## config.mk

```make
export PLATFORM = sky130hd
export DESIGN_NAME = distance_tracker_flat
export DESIGN_NICKNAME = d
export VERILOG_FILES = /design/src/rtl/proximity_pkg.sv /design/src/rtl/distance_tracker_if.sv /design/src/rtl/seq_divider.sv /design/src/rtl/distance_tracker.sv /design/src/flat_wrapper.sv
export SDC_FILE = /design/constraint.sdc
export NUM_CORES = 1
export LEC_CHECK = 0
export BUFFER_PORTS_ARGS = -buffer_cell sky130_fd_sc_hd__buf_2
export CORE_ASPECT_RATIO = 0.6
export CORE_MARGIN = 1.5
export CORE_UTILIZATION = 30
export CTS_BUF_LIST = sky130_fd_sc_hd__clkbuf_4 sky130_fd_sc_hd__clkbuf_8
export CTS_CLUSTER_DIAMETER = 120
export CTS_CLUSTER_SIZE = 8
export DETAILED_ROUTE_END_ITERATION = 16
export GPL_ROUTABILITY_DRIVEN = 1
export GPL_TIMING_DRIVEN = 0
export PLACE_DENSITY = 0.46
export SYNTH_ARGS = -nofsm -noshare
export SYNTH_HDL_FRONTEND = slang
export SYNTH_SLANG_ARGS = --single-unit
```

## constraint.sdc

```tcl
create_clock -name clk -period 5.1 [get_ports clk]
set_clock_uncertainty 0.15 [all_clocks]
set_input_delay 0.255 -clock clk [delete_from_list [all_inputs] [get_ports clk]]
set_output_delay 0.255 -clock clk [all_outputs]
set_load 0.05 [all_outputs]
```

## src/rtl/proximity_pkg.sv

```systemverilog
// ============================================================================
// Module  : proximity_pkg
// Purpose : Shared types, widths, default thresholds and the zone
//           classification helper for the proximity datapath.
// Revision: 1.0 - initial release
// ============================================================================
`default_nettype none

package proximity_pkg;

  // Zone encoding is visible on LEDs, so the values are fixed.
  typedef enum logic [1:0] {
    ZONE_FAR   = 2'd0,
    ZONE_NEAR  = 2'd1,
    ZONE_CLOSE = 2'd2,
    ZONE_NONE  = 2'd3
  } zone_t;

  localparam int RAW_W = 22;  // echo width in clock cycles
  localparam int CM_W  = 9;   // distance in cm (0..400)
  localparam int SUM_W = 11;  // sum of four CM_W values

  localparam int C_DEF_CYCLES_PER_CM = 2900;
  localparam int C_DEF_MAX_CM        = 400;
  localparam int C_DEF_NEAR_CM       = 50;
  localparam int C_DEF_CLOSE_CM      = 20;
  localparam int C_DEF_HYST_CM       = 5;
  localparam int C_DEF_STALE_CYCLES  = 25_000_000;

  // Entry thresholds are strict "<"; exits need the hysteresis margin on top.
  function automatic zone_t next_zone(
    input zone_t           cur,
    input logic [CM_W-1:0] avg,
    input logic [CM_W-1:0] near_th,
    input logic [CM_W-1:0] close_th,
    input logic [CM_W-1:0] near_exit,
    input logic [CM_W-1:0] close_exit
  );
    zone_t nz;
    case (cur)
      ZONE_NEAR: begin
        if (avg < close_th)        nz = ZONE_CLOSE;
        else if (avg >= near_exit) nz = ZONE_FAR;
        else                       nz = ZONE_NEAR;
      end
      ZONE_CLOSE: begin
        if (avg >= near_exit)       nz = ZONE_FAR;
        else if (avg >= close_exit) nz = ZONE_NEAR;
        else                        nz = ZONE_CLOSE;
      end
      default: begin  // FAR or NONE
        if (avg < close_th)      nz = ZONE_CLOSE;
        else if (avg < near_th)  nz = ZONE_NEAR;
        else                     nz = ZONE_FAR;
      end
    endcase
    return nz;
  endfunction

endpackage

`default_nettype wire

```

## src/rtl/distance_tracker_if.sv

```systemverilog
// ============================================================================
// Module  : distance_tracker_if
// Purpose : Sample input and result output bundle of distance_tracker.
//           slave = tracker side, master = sensor/consumer side.
// Revision: 1.0 - initial release
// ============================================================================
`default_nettype none

interface distance_tracker_if;
  import proximity_pkg::*;

  logic             sample_valid;
  logic [RAW_W-1:0] distance_raw;
  logic [CM_W-1:0]  dist_cm;
  logic             dist_valid;
  zone_t            zone;
  logic             stale;
  logic             busy;

  modport master (
    output sample_valid, distance_raw,
    input  dist_cm, dist_valid, zone, stale, busy
  );

  modport slave (
    input  sample_valid, distance_raw,
    output dist_cm, dist_valid, zone, stale, busy
  );

endinterface

`default_nettype wire

```

## src/rtl/seq_divider.sv

```systemverilog
// ============================================================================
// Module  : seq_divider
// Purpose : Unsigned restoring divider, one quotient bit per cycle.
//           start loads the operands; done is high during the final
//           iteration, so quotient is valid from the following cycle on.
// Revision: 1.0 - initial release
// ============================================================================
`default_nettype none

module seq_divider #(
  parameter int DIVIDEND_W = 22,
  parameter int DIVISOR_W  = 12
) (
  input  logic                  clk,
  input  logic                  rst_n,
  input  logic                  start,
  input  logic [DIVIDEND_W-1:0] dividend,
  input  logic [DIVISOR_W-1:0]  divisor,
  output logic                  done,
  output logic [DIVIDEND_W-1:0] quotient
);

  localparam int              CNT_W     = $clog2(DIVIDEND_W);
  localparam logic [CNT_W-1:0] LAST_ITER = CNT_W'(DIVIDEND_W - 1);

  logic [DIVISOR_W-1:0]  rem_q, rem_d;
  logic [DIVIDEND_W-1:0] quo_q, quo_d;
  logic [CNT_W-1:0]      cnt_q, cnt_d;
  logic                  run_q, run_d;
  logic [DIVISOR_W:0]    rem_shift;

  // One restoring step: shift in the next dividend bit, subtract if it fits.
  // The dividend register doubles as the quotient register.
  always_comb begin
    rem_shift = {rem_q, quo_q[DIVIDEND_W-1]};
    rem_d     = rem_q;
    quo_d     = quo_q;
    cnt_d     = cnt_q;
    run_d     = run_q;
    if (start) begin
      rem_d = '0;
      quo_d = dividend;
      cnt_d = '0;
      run_d = 1'b1;
    end else if (run_q) begin
      if (rem_shift >= {1'b0, divisor}) begin
        rem_d = DIVISOR_W'(rem_shift - {1'b0, divisor});
        quo_d = {quo_q[DIVIDEND_W-2:0], 1'b1};
      end else begin
        // No subtraction means rem_shift < divisor, so it fits DIVISOR_W bits.
        rem_d = rem_shift[DIVISOR_W-1:0];
        quo_d = {quo_q[DIVIDEND_W-2:0], 1'b0};
      end
      cnt_d = cnt_q + CNT_W'(1);
      if (cnt_q == LAST_ITER) run_d = 1'b0;
    end
  end

  // Iteration state registers.
  always_ff @(posedge clk or negedge rst_n) begin
    if (!rst_n) begin
      rem_q <= '0;
      quo_q <= '0;
      cnt_q <= '0;
      run_q <= 1'b0;
    end else begin
      rem_q <= rem_d;
      quo_q <= quo_d;
      cnt_q <= cnt_d;
      run_q <= run_d;
    end
  end

  assign done     = run_q && (cnt_q == LAST_ITER);
  assign quotient = quo_q;

endmodule

`default_nettype wire

```

## src/rtl/distance_tracker.sv

```systemverilog
// ============================================================================
// Module  : distance_tracker
// Purpose : Converts echo widths to cm, smooths them with a 4-sample moving
//           average, classifies zones with hysteresis and flags stale data.
// Revision: 1.0 - initial release
// ============================================================================
`default_nettype none

module distance_tracker
  import proximity_pkg::*;
#(
  parameter int CYCLES_PER_CM = C_DEF_CYCLES_PER_CM,
  parameter int MAX_CM        = C_DEF_MAX_CM,
  parameter int NEAR_CM       = C_DEF_NEAR_CM,
  parameter int CLOSE_CM      = C_DEF_CLOSE_CM,
  parameter int HYST_CM       = C_DEF_HYST_CM,
  parameter int STALE_CYCLES  = C_DEF_STALE_CYCLES
) (
  input logic              clk,
  input logic              rst_n,
  distance_tracker_if.slave bus
);

  localparam int DIVISOR_W = $clog2(CYCLES_PER_CM + 1);
  localparam int TIMER_W   = $clog2(STALE_CYCLES + 1);

  localparam logic [DIVISOR_W-1:0] C_DIVISOR    = DIVISOR_W'(CYCLES_PER_CM);
  localparam logic [RAW_W-1:0]     C_MAX_RAW    = RAW_W'(MAX_CM);
  localparam logic [CM_W-1:0]      C_MAX_CM     = CM_W'(MAX_CM);
  localparam logic [CM_W-1:0]      C_NEAR_TH    = CM_W'(NEAR_CM);
  localparam logic [CM_W-1:0]      C_CLOSE_TH   = CM_W'(CLOSE_CM);
  localparam logic [CM_W-1:0]      C_NEAR_EXIT  = CM_W'(NEAR_CM + HYST_CM);
  localparam logic [CM_W-1:0]      C_CLOSE_EXIT = CM_W'(CLOSE_CM + HYST_CM);
  localparam logic [TIMER_W-1:0]   C_STALE      = TIMER_W'(STALE_CYCLES);
  localparam logic [TIMER_W-1:0]   C_STALE_M1   = TIMER_W'(STALE_CYCLES - 1);

  typedef enum logic [1:0] {
    S_IDLE = 2'd0,
    S_DIV  = 2'd1,
    S_AVG  = 2'd2,
    S_OUT  = 2'd3
  } state_t;

  state_t             state_q, state_d;
  logic               busy_q, busy_d;
  logic [CM_W-1:0]    dist_cm_q, dist_cm_d;
  logic               dist_valid_q, dist_valid_d;
  zone_t              zone_q, zone_d;
  logic               stale_q, stale_d;
  logic               primed_q, primed_d;
  logic [CM_W-1:0]    ring_q [4];
  logic [CM_W-1:0]    ring_d [4];
  logic [SUM_W-1:0]   sum_q, sum_d;
  logic [1:0]         wr_ptr_q, wr_ptr_d;
  logic [TIMER_W-1:0] timer_q, timer_d;

  logic               div_start;
  logic               div_done;
  logic [RAW_W-1:0]   div_quo;
  logic [CM_W-1:0]    cm_sat;
  logic [SUM_W-1:0]   new_sum;
  logic               timeout;

  // Samples are accepted only in IDLE; the divider latches the raw value itself.
  assign div_start = (state_q == S_IDLE) && bus.sample_valid;

  seq_divider #(
    .DIVIDEND_W (RAW_W),
    .DIVISOR_W  (DIVISOR_W)
  ) u_div (
    .clk      (clk),
    .rst_n    (rst_n),
    .start    (div_start),
    .dividend (bus.distance_raw),
    .divisor  (C_DIVISOR),
    .done     (div_done),
    .quotient (div_quo)
  );

  // Saturate the quotient and form the new running sum (priming fills all four).
  always_comb begin
    cm_sat = (div_quo > C_MAX_RAW) ? C_MAX_CM : div_quo[CM_W-1:0];
    if (primed_q)
      new_sum = sum_q - SUM_W'(ring_q[wr_ptr_q]) + SUM_W'(cm_sat);
    else
      new_sum = {cm_sat, 2'b00};
  end

  // Conversion FSM, averager, zone update and stale timer.
  always_comb begin
    state_d      = state_q;
    busy_d       = busy_q;
    dist_cm_d    = dist_cm_q;
    dist_valid_d = 1'b0;
    zone_d       = zone_q;
    stale_d      = stale_q;
    primed_d     = primed_q;
    ring_d       = ring_q;
    sum_d        = sum_q;
    wr_ptr_d     = wr_ptr_q;

    // Any strobe restarts the timer, even one ignored while busy.
    if (bus.sample_valid)        timer_d = '0;
    else if (timer_q != C_STALE) timer_d = timer_q + TIMER_W'(1);
    else                         timer_d = timer_q;
    timeout = !bus.sample_valid && (timer_q == C_STALE_M1);

    case (state_q)
      S_IDLE: begin
        if (bus.sample_valid) begin
          state_d = S_DIV;
          busy_d  = 1'b1;
        end
      end
      S_DIV: begin
        if (div_done) state_d = S_AVG;
      end
      S_AVG: begin
        if (primed_q) begin
          ring_d[wr_ptr_q] = cm_sat;
          wr_ptr_d         = wr_ptr_q + 2'd1;
        end else begin
          for (int i = 0; i < 4; i++) ring_d[i] = cm_sat;
          primed_d = 1'b1;
        end
        sum_d        = new_sum;
        dist_cm_d    = new_sum[SUM_W-1:2];
        zone_d       = next_zone(zone_q, new_sum[SUM_W-1:2], C_NEAR_TH,
                                 C_CLOSE_TH, C_NEAR_EXIT, C_CLOSE_EXIT);
        stale_d      = 1'b0;
        dist_valid_d = 1'b1;
        state_d      = S_OUT;
      end
      S_OUT: begin
        state_d = S_IDLE;
        busy_d  = 1'b0;
      end
      default: state_d = S_IDLE;
    endcase

    // A result being published beats a simultaneous timeout.
    if (timeout) begin
      if (state_q == S_AVG) begin
        timer_d = '0;
      end else begin
        stale_d  = 1'b1;
        zone_d   = ZONE_NONE;
        primed_d = 1'b0;
      end
    end
  end

  // State and output registers.
  always_ff @(posedge clk or negedge rst_n) begin
    if (!rst_n) begin
      state_q      <= S_IDLE;
      busy_q       <= 1'b0;
      dist_cm_q    <= '0;
      dist_valid_q <= 1'b0;
      zone_q       <= ZONE_NONE;
      stale_q      <= 1'b1;
      primed_q     <= 1'b0;
      for (int i = 0; i < 4; i++) ring_q[i] <= '0;
      sum_q        <= '0;
      wr_ptr_q     <= '0;
      timer_q      <= '0;
    end else begin
      state_q      <= state_d;
      busy_q       <= busy_d;
      dist_cm_q    <= dist_cm_d;
      dist_valid_q <= dist_valid_d;
      zone_q       <= zone_d;
      stale_q      <= stale_d;
      primed_q     <= primed_d;
      for (int i = 0; i < 4; i++) ring_q[i] <= ring_d[i];
      sum_q        <= sum_d;
      wr_ptr_q     <= wr_ptr_d;
      timer_q      <= timer_d;
    end
  end

  assign bus.dist_cm    = dist_cm_q;
  assign bus.dist_valid = dist_valid_q;
  assign bus.zone       = zone_q;
  assign bus.stale      = stale_q;
  assign bus.busy       = busy_q;

endmodule

`default_nettype wire

```

## src/flat_wrapper.sv

```systemverilog
// flat-port wrapper written by rule: the top's interface ports become plain ports
module distance_tracker_flat import proximity_pkg::*;
#(
  parameter int CYCLES_PER_CM = C_DEF_CYCLES_PER_CM,
  parameter int MAX_CM        = C_DEF_MAX_CM,
  parameter int NEAR_CM       = C_DEF_NEAR_CM,
  parameter int CLOSE_CM      = C_DEF_CLOSE_CM,
  parameter int HYST_CM       = C_DEF_HYST_CM,
  parameter int STALE_CYCLES  = C_DEF_STALE_CYCLES
)
  (clk, rst_n, bus_sample_valid, bus_distance_raw, bus_dist_cm, bus_dist_valid, bus_zone, bus_stale, bus_busy);
  distance_tracker_if bus_i ();
  input logic clk;
  input logic rst_n;
  input wire logic [$bits(bus_i.sample_valid)-1:0] bus_sample_valid;
  input wire logic [$bits(bus_i.distance_raw)-1:0] bus_distance_raw;
  output wire logic [$bits(bus_i.dist_cm)-1:0] bus_dist_cm;
  output wire logic [$bits(bus_i.dist_valid)-1:0] bus_dist_valid;
  output wire logic [$bits(bus_i.zone)-1:0] bus_zone;
  output wire logic [$bits(bus_i.stale)-1:0] bus_stale;
  output wire logic [$bits(bus_i.busy)-1:0] bus_busy;
  assign bus_i.sample_valid = bus_sample_valid;
  assign bus_i.distance_raw = bus_distance_raw;
  assign bus_dist_cm = bus_i.dist_cm;
  assign bus_dist_valid = bus_i.dist_valid;
  assign bus_zone = bus_i.zone;
  assign bus_stale = bus_i.stale;
  assign bus_busy = bus_i.busy;
  distance_tracker #(.CYCLES_PER_CM(CYCLES_PER_CM), .MAX_CM(MAX_CM), .NEAR_CM(NEAR_CM), .CLOSE_CM(CLOSE_CM), .HYST_CM(HYST_CM), .STALE_CYCLES(STALE_CYCLES)) u_core (.clk(clk), .rst_n(rst_n), .bus(bus_i));
endmodule
```

==> qor.txt, run 1 <==
Synth unique cells -> 75
Pleak -> 3.70 nW
Routability-driven placement congestion ratio -> 0.790
Final ANT Viol Nets -> 0
RR Endpoint -> u_core.bus.zone[1]
Final Power -> 5.31 mW
Startpoint types -> register
R2R Path Start -> u_core.u_div.quotient[1]
DR pass1 iterations -> 4
Post-route setup slack -> 0.224 ns
Mapped Area -> 6940 µm²
#FFs+latches synth -> 122
Number of global-route vias before repair -> 5148
DIE WIDTH -> 199 µm
Combinational Power Share -> 52.5%
R2R depth -> 15
Clock power share -> 18.4%
Count of input and output buffers -> 38
Avg Cell Area, Syn -> 9.60 µm²
Slew headroom -> 38.3%
Kind of critical path -> register to register
Arrival time at the worst endpoint -> 5.10 ns
Placement Cell Area -> 7550 µm²
Worst EP required -> 5.32 ns
Starting Density -> 31.0%
Vias -> 5237
CTS tree -> done
Slew Limit Fails -> 0
Antenna violations before repair -> 0
Most frequent cell after synthesis -> dfrtp_1
DRT Wirelength -> 17600 µm
Pint -> 2.94 mW
Dpl ws -> -0.0923 ns
Main area contributors after synthesis -> dfrtp_1, o21ai_0, ha_1
Number of remaining DRC errors -> 0
Bufs on Longest Clock Path -> 2
Final Cycle Share -> 95.6%
Cell taking the most area after synthesis -> dfrtp_1
Pwr dens -> 641 nW/µm²
Peak supply drop -> 332 µV
Psw -> 2.37 mW
Outcome -> complete, no violations
Via-per-instance ratio -> 4.64
Largest net degree at the start of global routing -> 63
Seq pwr share -> 29.1%
Max FO, Critical Path -> 6
Setup_tns -> 0 ns
DR WL/cell -> 15.6 µm
Root Buffer -> clkbuf_8
DP HPWL -> 12800 µm
Die H -> 121 µm
CTS buffer count -> 17
I/O pin cnt -> 39
Die area -> 24100 µm²
Post-synth EDFFs -> 0
Syn Inst Count -> 723
Crit path time final -> 4.88 ns
FILL cells -> 2337
Post-synth top area share -> 42.9%
Share of post-route cells with drive strength above 1 -> 16.0%
Later-pin clock latency in the skew report -> 0.46 ns
Max-capacitance violation count -> 0
Ys async rst share -> 100%
Clock transition at path regs -> 0.07 ns
Sequential-to-total area share from yosys stat -> 44.1%
Clk sinks -> 122
# diodes -> 0
Std-Cell Rows -> 42
Flop2flop setup slack -> 0.22 ns
Finished Core Util -> 37.0%
Final instance area -> 8280 µm²
First-pass GRT wire length -> 29000 µm
Final hold vios -> 0
H-tree depth -> 4
Tot GR Track Use -> 16.0%
Yosys warns -> 0
Top post-synthesis cells by count -> dfrtp_1, nand2_1, o21ai_0
Slew @ Worst Pin -> 0.919 ns
Final setup viols -> 0
Hold WC Path Type -> primary input to async pin
Core area -> 22400 µm²
Peak Freq -> 205 MHz
CP startpoint -> u_core.u_div.quotient[1]
Layout area overhead -> 19.4%
Net Sw Frac -> 44.6%
CP Capture Type -> register
Nets -> 870
Grt ovf -> 0
Primary FF master, synth -> dfrtp_1
Initial DRC Count -> 298
Synth Net Count -> 785
==> per-layer routing <==
metal / vias up / part of all wire [%] / GRT usage (%)
li1: 2666 / - / -
met4: 0 / 1.1 / 5.11
met2: 83 / 35 / 18.6
met5: - / 0 / 0
met3: 13 / 4.3 / 3.74
met1: 2475 / 60 / 27.1
==> stage by stage <==
stage	hold slack, ns	instances
2_1_floorplan	-0.191	723
3_3_place_gp	0.310	1069
3_5_place_dp	0.121	1070
4_1_cts	0.184	1125
5_1_grt	0.223	1128
6_report	0.177	1128
==> registers in the layout, summed over array words and instances, names as in the netlist <==
signal	cells
u_core.bus.dist_valid	1
u_core.u_div.quotient	22
u_core.sum_q	2
u_core.wr_ptr_q	2
u_core.state_q	2
u_core.u_div.cnt_q	5
u_core.bus.zone	2
u_core.bus.stale	1
u_core.u_div.run_q	1
u_core.primed_q	1
u_core.u_div.rem_q	12
u_core.bus.dist_cm	9
u_core.bus.busy	1
u_core.timer_q	25
u_core.ring_q	36
==> worst max-delay path, cell delays in order (launching register included) <==
cell	delay, ns
dfrtp_1	0.44
or4_1	0.57
a41oi_4	0.34
nand3_4	0.18
xor2_1	0.18
ha_1	0.30
inv_1	0.06
fa_1	0.44
nand2b_1	0.24
a21o_1	0.23
a2111oi_0	0.47
a21oi_1	0.20
o311ai_0	0.15
nand4_1	0.16
or4b_1	0.52
a32oi_1	0.17
==> power by group through the flow <==
stage	Clock (mW)	Combinational [mW]	Sequential, mW
3_5_place_dp	0	2.68	1.56
4_1_cts	1.01	2.72	1.54
5_1_grt	1.05	3.15	1.59
3_3_place_gp	0	2.69	1.56
2_1_floorplan	0	2.04	1.53
6_report	0.977	2.79	1.55
==> cell usage in the layout, fill, tap and decap left out, types with 17 or more instances in the layout <==
master	instances
clkbuf_1	19
nor2_1	67
xnor2_1	20
inv_1	42
dfrtp_1	119
xor2_1	19
o21ai_0	81
mux2i_1	25
buf_2	43
clkbuf_8	19
dlygate4sd3_1	24
nand2_1	95
ha_1	29
a21oi_1	24
nand3_1	17
==> final cells by class <==
class	instances	area, µm²	share of cell area, %
inverters	44	165	1.99
clock inverters	8	143	1.72
clock buffers	23	292	3.52
repair buffers	67	494	5.97
multi-input cells	519	3570	43.1
well taps	308	385	4.65
flip-flops and latches	122	3060	36.9
plain buffers	37	180	2.18
==> cell families after synthesis <==
family                     share of synthesized area, %
and+or+nand+nor                                    17.2
AOI/OAI and AO/OA                                  14.2
DFF                                                44.1
buffers and inverters                              5.01
xor gates and xnor gates                           4.92
muxes                                              7.18
adders and majority gates                          7.43
==> worst max path at each step <==
stage,slack (ns),to,cells past startpoint
floorplan,0.60,u_core.bus.zone[1],14
global placement,-0.17,u_core.bus.zone[1],14
detailed placement,-0.09,u_core.bus.zone[1],14
CTS,0.10,u_core.bus.zone[1],15
global route,-0.02,u_core.bus.zone[1],15
finish,0.22,u_core.bus.zone[1],15
==> what timing repair did <==
action | 4_1_cts | 5_1_grt
gates resized for setup | 3 | 7
endpoints found under the setup margin | 1 | 2
pin swaps | 0 | 5
setup buffers | 0 | 4
endpoints found under the hold margin | 83 | 0
hold buffers | 24 | 0
(Power assumes the default switching activity.)
==> run 2: changes to the inputs <==
- CORE_UTILIZATION: 30 -> 64
- PLACE_DENSITY: 0.46 -> 0.84
==> qor.txt, run 2 (synthesis results as in run 1) <==
Commonest cells after routing, fill and taps aside -> dfrtp_1, nand2_1, o21ai_0 (unchanged)
Crit path time final -> 4.95 ns (was 4.88 ns)
Hold WC Path Type -> primary input to register (was primary input to async pin)
Finished Core Util -> 76.1% (was 37.0%)
Placement Cell Area -> 7340 µm² (was 7550 µm²)
Final hold vios -> 0 (unchanged)
Outcome -> complete, no violations (unchanged)
Pwr dens -> 665 nW/µm² (was 641 nW/µm²)
FILL cells -> 693 (was 2337)
Arrival time at the worst endpoint -> 5.16 ns (was 5.10 ns)
H-tree depth -> 4 (unchanged)
RSZ-0062 raised after global routing -> true
Final setup viols -> 0 (unchanged)
Setup_tns -> 0 ns (unchanged)
Starting Density -> 65.7% (was 31.0%)
Largest net degree at the start of global routing -> 69 (was 63)
Tot GR Track Use -> 31.4% (was 16.0%)
Dpl ws -> 0.00463 ns (was -0.0923 ns)
Startpoint types -> register (unchanged)
Peak Freq -> 202 MHz (was 205 MHz)
Flop2flop setup slack -> 0.15 ns (was 0.22 ns)
Core area -> 10600 µm² (was 22400 µm²)
Fin cells -> 955 (was 1128)
I/O pin cnt -> 39 (unchanged)
Antenna violations before repair -> 0 (unchanged)
Std-Cell Rows -> 29 (was 42)
Later-pin clock latency in the skew report -> 0.45 ns (was 0.46 ns)
Pleak -> 3.67 nW (was 3.70 nW)
R2R depth -> 15 (unchanged)
Nets -> 865 (was 870)
First-pass GRT wire length -> 27700 µm (was 29000 µm)
Final Power -> 5.34 mW (was 5.31 mW)
Post-route setup slack -> 0.149 ns (was 0.224 ns)
Final Cycle Share -> 97.1% (was 95.6%)
CP Capture Type -> register (unchanged)
Bufs on Longest Clock Path -> 2 (unchanged)
Initial DRC Count -> 558 (was 298)
Commonest non-fill, non-tap cell in the layout -> dfrtp_1 (unchanged)
Kind of critical path -> register to register (unchanged)
DRT Wirelength -> 16600 µm (was 17600 µm)
Number of remaining DRC errors -> 0 (unchanged)
DP HPWL -> 11600 µm (was 12800 µm)
Number of global-route vias before repair -> 5683 (was 5148)
DIE WIDTH -> 137 µm (was 199 µm)
Worst setup path end -> u_core.bus.zone[1] (unchanged)
Max FO, Critical Path -> 6 (unchanged)
Final ANT Viol Nets -> 0 (unchanged)
Share of post-route cells with drive strength above 1 -> 15.6% (was 16.0%)
RR Endpoint -> u_core.bus.zone[1] (unchanged)
FF+latch area -> 3060 µm² (unchanged)
Worst EP required -> 5.31 ns (was 5.32 ns)
Clock transition at path regs -> 0.07 ns (about the same)
Die area -> 11500 µm² (was 24100 µm²)
Routability-driven placement congestion ratio -> 0.967 (was 0.790)
Die H -> 83.7 µm (was 121 µm)
Max reg flops -> 36 (unchanged)
Layout area overhead -> 15.8% (was 19.4%)
Placed insts -> 901 (was 1070)
Final instance area -> 8030 µm² (was 8280 µm²)
DR WL/cell -> 17.4 µm (was 15.6 µm)
Clk sinks -> 122 (unchanged)
CTS buffer count -> 17 (unchanged)
Worst Hold Slack -> 0.0311 ns (was 0.177 ns)
Slew Limit Fails -> 0 (unchanged)
Slew headroom -> 45.6% (was 38.3%)
R2R Path Start -> u_core.u_div.quotient[1] (unchanged)
Via-per-instance ratio -> 5.99 (was 4.64)
# diodes -> 0 (unchanged)
Grt ovf -> 0 (unchanged)
Multi-input logic area -> 3580 µm² (was 3570 µm²)
Peak supply drop -> 414 µV (was 332 µV)
DR pass1 iterations -> 8 (was 4)
Slew @ Worst Pin -> 0.811 ns (was 0.919 ns)
Max-capacitance violation count -> 0 (unchanged)
Count of input and output buffers -> 38 (unchanged)
Root Buffer -> clkbuf_8 (unchanged)
CP startpoint -> u_core.u_div.quotient[1] (unchanged)
CTS tree -> done (unchanged)
Most flops, register -> u_core.ring_q (unchanged)
Vias -> 5724 (was 5237)
[run 2: worst max-delay path: stages, from the launching register on]
cell       delay, ns
dfrtp_1         0.44
or4_1           0.57
a41oi_4         0.35
and2_1          0.20
nand2_1         0.18
fa_1            0.53
inv_1           0.04
ha_1            0.34
o21ai_2         0.20
a21o_1          0.21
a2111oi_2       0.10
or3_1           0.36
a31oi_4         0.26
nand4_1         0.17
or4b_1          0.58
a32oi_1         0.18
[run 2: layout make-up]
class / instances / share of cell area (%)
Tap cell: 139 / 2.17
Sequential cell: 122 / 38.1
Buffer: 37 / 2.24
Timing Repair Buffer: 62 / 5.65
Multi-Input combinational cell: 519 / 44.5
Clock inverter: 13 / 2.10
Clock buffer: 19 / 3.18
Inverter: 44 / 2.06
[run 2: worst min-delay path by stage]
stage                                endpoint  cells after the start              start  slack, ns
floorplan                     u_core.bus.busy                      0              rst_n      -0.19
global placement            u_core.ring_q[18]                      2  u_core.ring_q[18]       0.31
detailed placement  u_core.u_div.quotient[19]                      1              rst_n       0.09
CTS                          u_core.bus.stale                      3   bus_sample_valid       0.01
global route                 u_core.bus.stale                      3   bus_sample_valid       0.03
finish                       u_core.bus.stale                      3   bus_sample_valid       0.03
[run 2: power by group]
| part | internal, mW | switching (mW) |
|---|---|---|
| registers | 1.26 | 0.295 |
| logic | 1.10 | 1.77 |
| clock network | 0.505 | 0.415 |
[run 2: what timing repair did]
action                                  in CTS  in global routing
hold endpoints to repair                    76                  0
buffers inserted                             0                  0
pin swaps                                    0                  4
gates resized for setup                      1                  9
hold buffers                                23                  0
endpoints found under the setup margin       1                  2
[run 2: per-layer routing]
metal  track usage [%]  vias up  share of wire [%]
met5                 0        -                  0
met4              10.5        0                1.9
met3              9.65       48                8.7
met2              45.7      267                 44
met1              45.0     2757                 45
li1                  -     2652                  -
==> run 3: changes to the inputs <==
- PLACE_DENSITY: 0.84 -> 0.87
==> qor.txt, run 3 (synthesis results as in run 1) <==
Hold WC Path Type -> primary input to register (unchanged)
Grt ovf -> 0 (unchanged)
Pint -> 2.92 mW (was 2.86 mW)
Count of input and output buffers -> 38 (unchanged)
Core area -> 10600 µm² (unchanged)
Die area -> 11500 µm² (unchanged)
Peak supply drop -> 436 µV (was 414 µV)
DR WL/cell -> 18.5 µm (was 17.4 µm)
Std-Cell Rows -> 29 (unchanged)
Bufs on Longest Clock Path -> 2 (unchanged)
I/O pin cnt -> 39 (unchanged)
CTS buffer count -> 17 (unchanged)
Slew Limit Fails -> 0 (unchanged)
H-tree depth -> 4 (unchanged)
CP Capture Type -> register (unchanged)
Later-pin clock latency in the skew report -> 0.46 ns (was 0.45 ns)
Final setup viols -> 0 (unchanged)
Placed insts -> 901 (unchanged)
Arrival time at the worst endpoint -> 5.24 ns (was 5.16 ns)
Final instance area -> 8080 µm² (was 8030 µm²)
Commonest non-fill, non-tap cell in the layout -> dfrtp_1 (unchanged)
Clock transition at path regs -> 0.08 ns (was 0.07 ns)
Pleak -> 3.71 nW (was 3.67 nW)
Clk sinks -> 122 (unchanged)
Starting Density -> 65.7% (unchanged)
Final hold vios -> 0 (unchanged)
Tot GR Track Use -> 32.6% (was 31.4%)
Number of global-route vias before repair -> 5869 (was 5683)
Max-capacitance violation count -> 0 (unchanged)
DP HPWL -> 11900 µm (was 11600 µm)
Finished Core Util -> 76.5% (was 76.1%)
Kind of critical path -> register to register (unchanged)
Combinational Power Share -> 53.5% (was 53.7%)
Crit path time final -> 5.02 ns (was 4.95 ns)
Max reg flops -> 36 (unchanged)
Seq pwr share -> 28.6% (was 29.0%)
Clock power share -> 17.9% (was 17.2%)
Placement Cell Area -> 7340 µm² (unchanged)
Most flops, register -> u_core.ring_q (unchanged)
Number of remaining DRC errors -> 0 (unchanged)
Slew headroom -> 46.9% (was 45.6%)
Root Buffer -> clkbuf_8 (unchanged)
Vias -> 5908 (was 5724)
CTS tree -> done (unchanged)
Via-per-instance ratio -> 6.17 (was 5.99)
Largest net degree at the start of global routing -> 106 (was 69)
DIE WIDTH -> 137 µm (unchanged)
DR pass1 iterations -> 5 (was 8)
Final Cycle Share -> 98.4% (was 97.1%)
Antenna violations before repair -> 0 (unchanged)
Share of post-route cells with drive strength above 1 -> 16.1% (was 15.6%)
Die H -> 83.7 µm (unchanged)
Worst EP required -> 5.32 ns (was 5.31 ns)
Fin cells -> 958 (was 955)
Routability-driven placement congestion ratio -> 0.917 (was 0.967)
Peak Freq -> 199 MHz (was 202 MHz)
FILL cells -> 650 (was 693)
Setup_tns -> 0 ns (unchanged)
RSZ-0062 raised after global routing -> true (unchanged)
Startpoint types -> register (unchanged)
Max FO, Critical Path -> 9 (was 6)
# diodes -> 0 (unchanged)
First-pass GRT wire length -> 28600 µm (was 27700 µm)
Pwr dens -> 679 nW/µm² (was 665 nW/µm²)
Slew @ Worst Pin -> 0.792 ns (was 0.811 ns)
Initial DRC Count -> 657 (was 558)
Final ANT Viol Nets -> 0 (unchanged)
Layout area overhead -> 16.5% (was 15.8%)
Psw -> 2.57 mW (was 2.48 mW)
DRT Wirelength -> 17700 µm (was 16600 µm)
Outcome -> complete, no violations (unchanged)
Commonest cells after routing, fill and taps aside -> dfrtp_1, nand2_1, o21ai_0 (unchanged)
Nets -> 868 (was 865)
Net Sw Frac -> 46.8% (was 46.4%)
run 3: final cells by class:
class | count | area (µm²) | share of cell area, %
clock inverters | 15 | 215 | 2.66
plain buffers | 37 | 180 | 2.23
flip-flops and latches | 122 | 3060 | 37.8
repair buffers | 65 | 477 | 5.90
multi-input cells | 519 | 3580 | 44.3
well taps | 139 | 174 | 2.15
clock buffers | 17 | 234 | 2.90
inverters | 44 | 165 | 2.04
run 3: through the flow:
| step | worst slack [ns] | power (mW) | hold slack (ns) |
|---|---|---|---|
| floorplan | 0.603 | 3.57 | -0.191 |
| finish | 0.0841 | 5.48 | 0.0186 |
| global route | -0.0205 | 5.79 | 0.0223 |
| detailed placement | -0.137 | 4.27 | -0.0511 |
| CTS | 0.0356 | 5.30 | 0.00181 |
| global placement | 0.0744 | 4.04 | 0.307 |
run 3: final timing paths:
check | start | end | slack (ns) | depth (start not counted)
max | u_core.u_div.quotient[1] | u_core.bus.zone[1] | 0.08 | 15
min | bus_sample_valid | u_core.bus.stale | 0.02 | 3
max reg2reg | u_core.u_div.quotient[1] | u_core.bus.zone[1] | 0.08 | 15
min reg2reg | u_core.ring_q[17] | u_core.ring_q[17] | 0.34 | 2
max in group asynchronous | rst_n | u_core.bus.zone[0] | 3.98 | 3
min in group asynchronous | rst_n | u_core.u_div.quotient[19] | 0.06 | 2
run 3: critical path: stages, from the launching register on:
cell and delay (ns):
dfrtp_1 0.45, or4_1 0.58, a41oi_4 0.30, and2_1 0.19, nand2_1 0.15, fa_1 0.51
inv_1 0.04, ha_1 0.43, a21oi_2 0.29, nand2b_1 0.18, o311ai_1 0.13, a311oi_2 0.49
nand2b_1 0.21, o211ai_1 0.13, or4b_1 0.51, a32oi_1 0.20
run 3: power by group through the flow:
stage	logic [mW]	registers, mW	clock network, mW
4_1_cts	2.77	1.55	0.989
5_1_grt	3.16	1.60	1.04
3_3_place_gp	2.52	1.53	0
2_1_floorplan	2.04	1.53	0
6_report	2.93	1.57	0.984
3_5_place_dp	2.71	1.56	0
run 3: repair_timing:
action | 4_1_cts | 5_1_grt
endpoints found under the hold margin | 141 | 0
gates resized for setup | 2 | 7
hold buffers | 23 | 0
pin swaps | 0 | 5
setup buffers | 0 | 3
setup endpoints to repair | 2 | 2
run 3: metal layers:
layer  vias to the layer above  track usage (%)  wire (µm)
li1                       2660                -          -
met3                        49             10.2       1720
met1                      2845             43.8       7440
met5                         -                0          0
met4                         0             10.0        315
met2                       354             50.7       8230
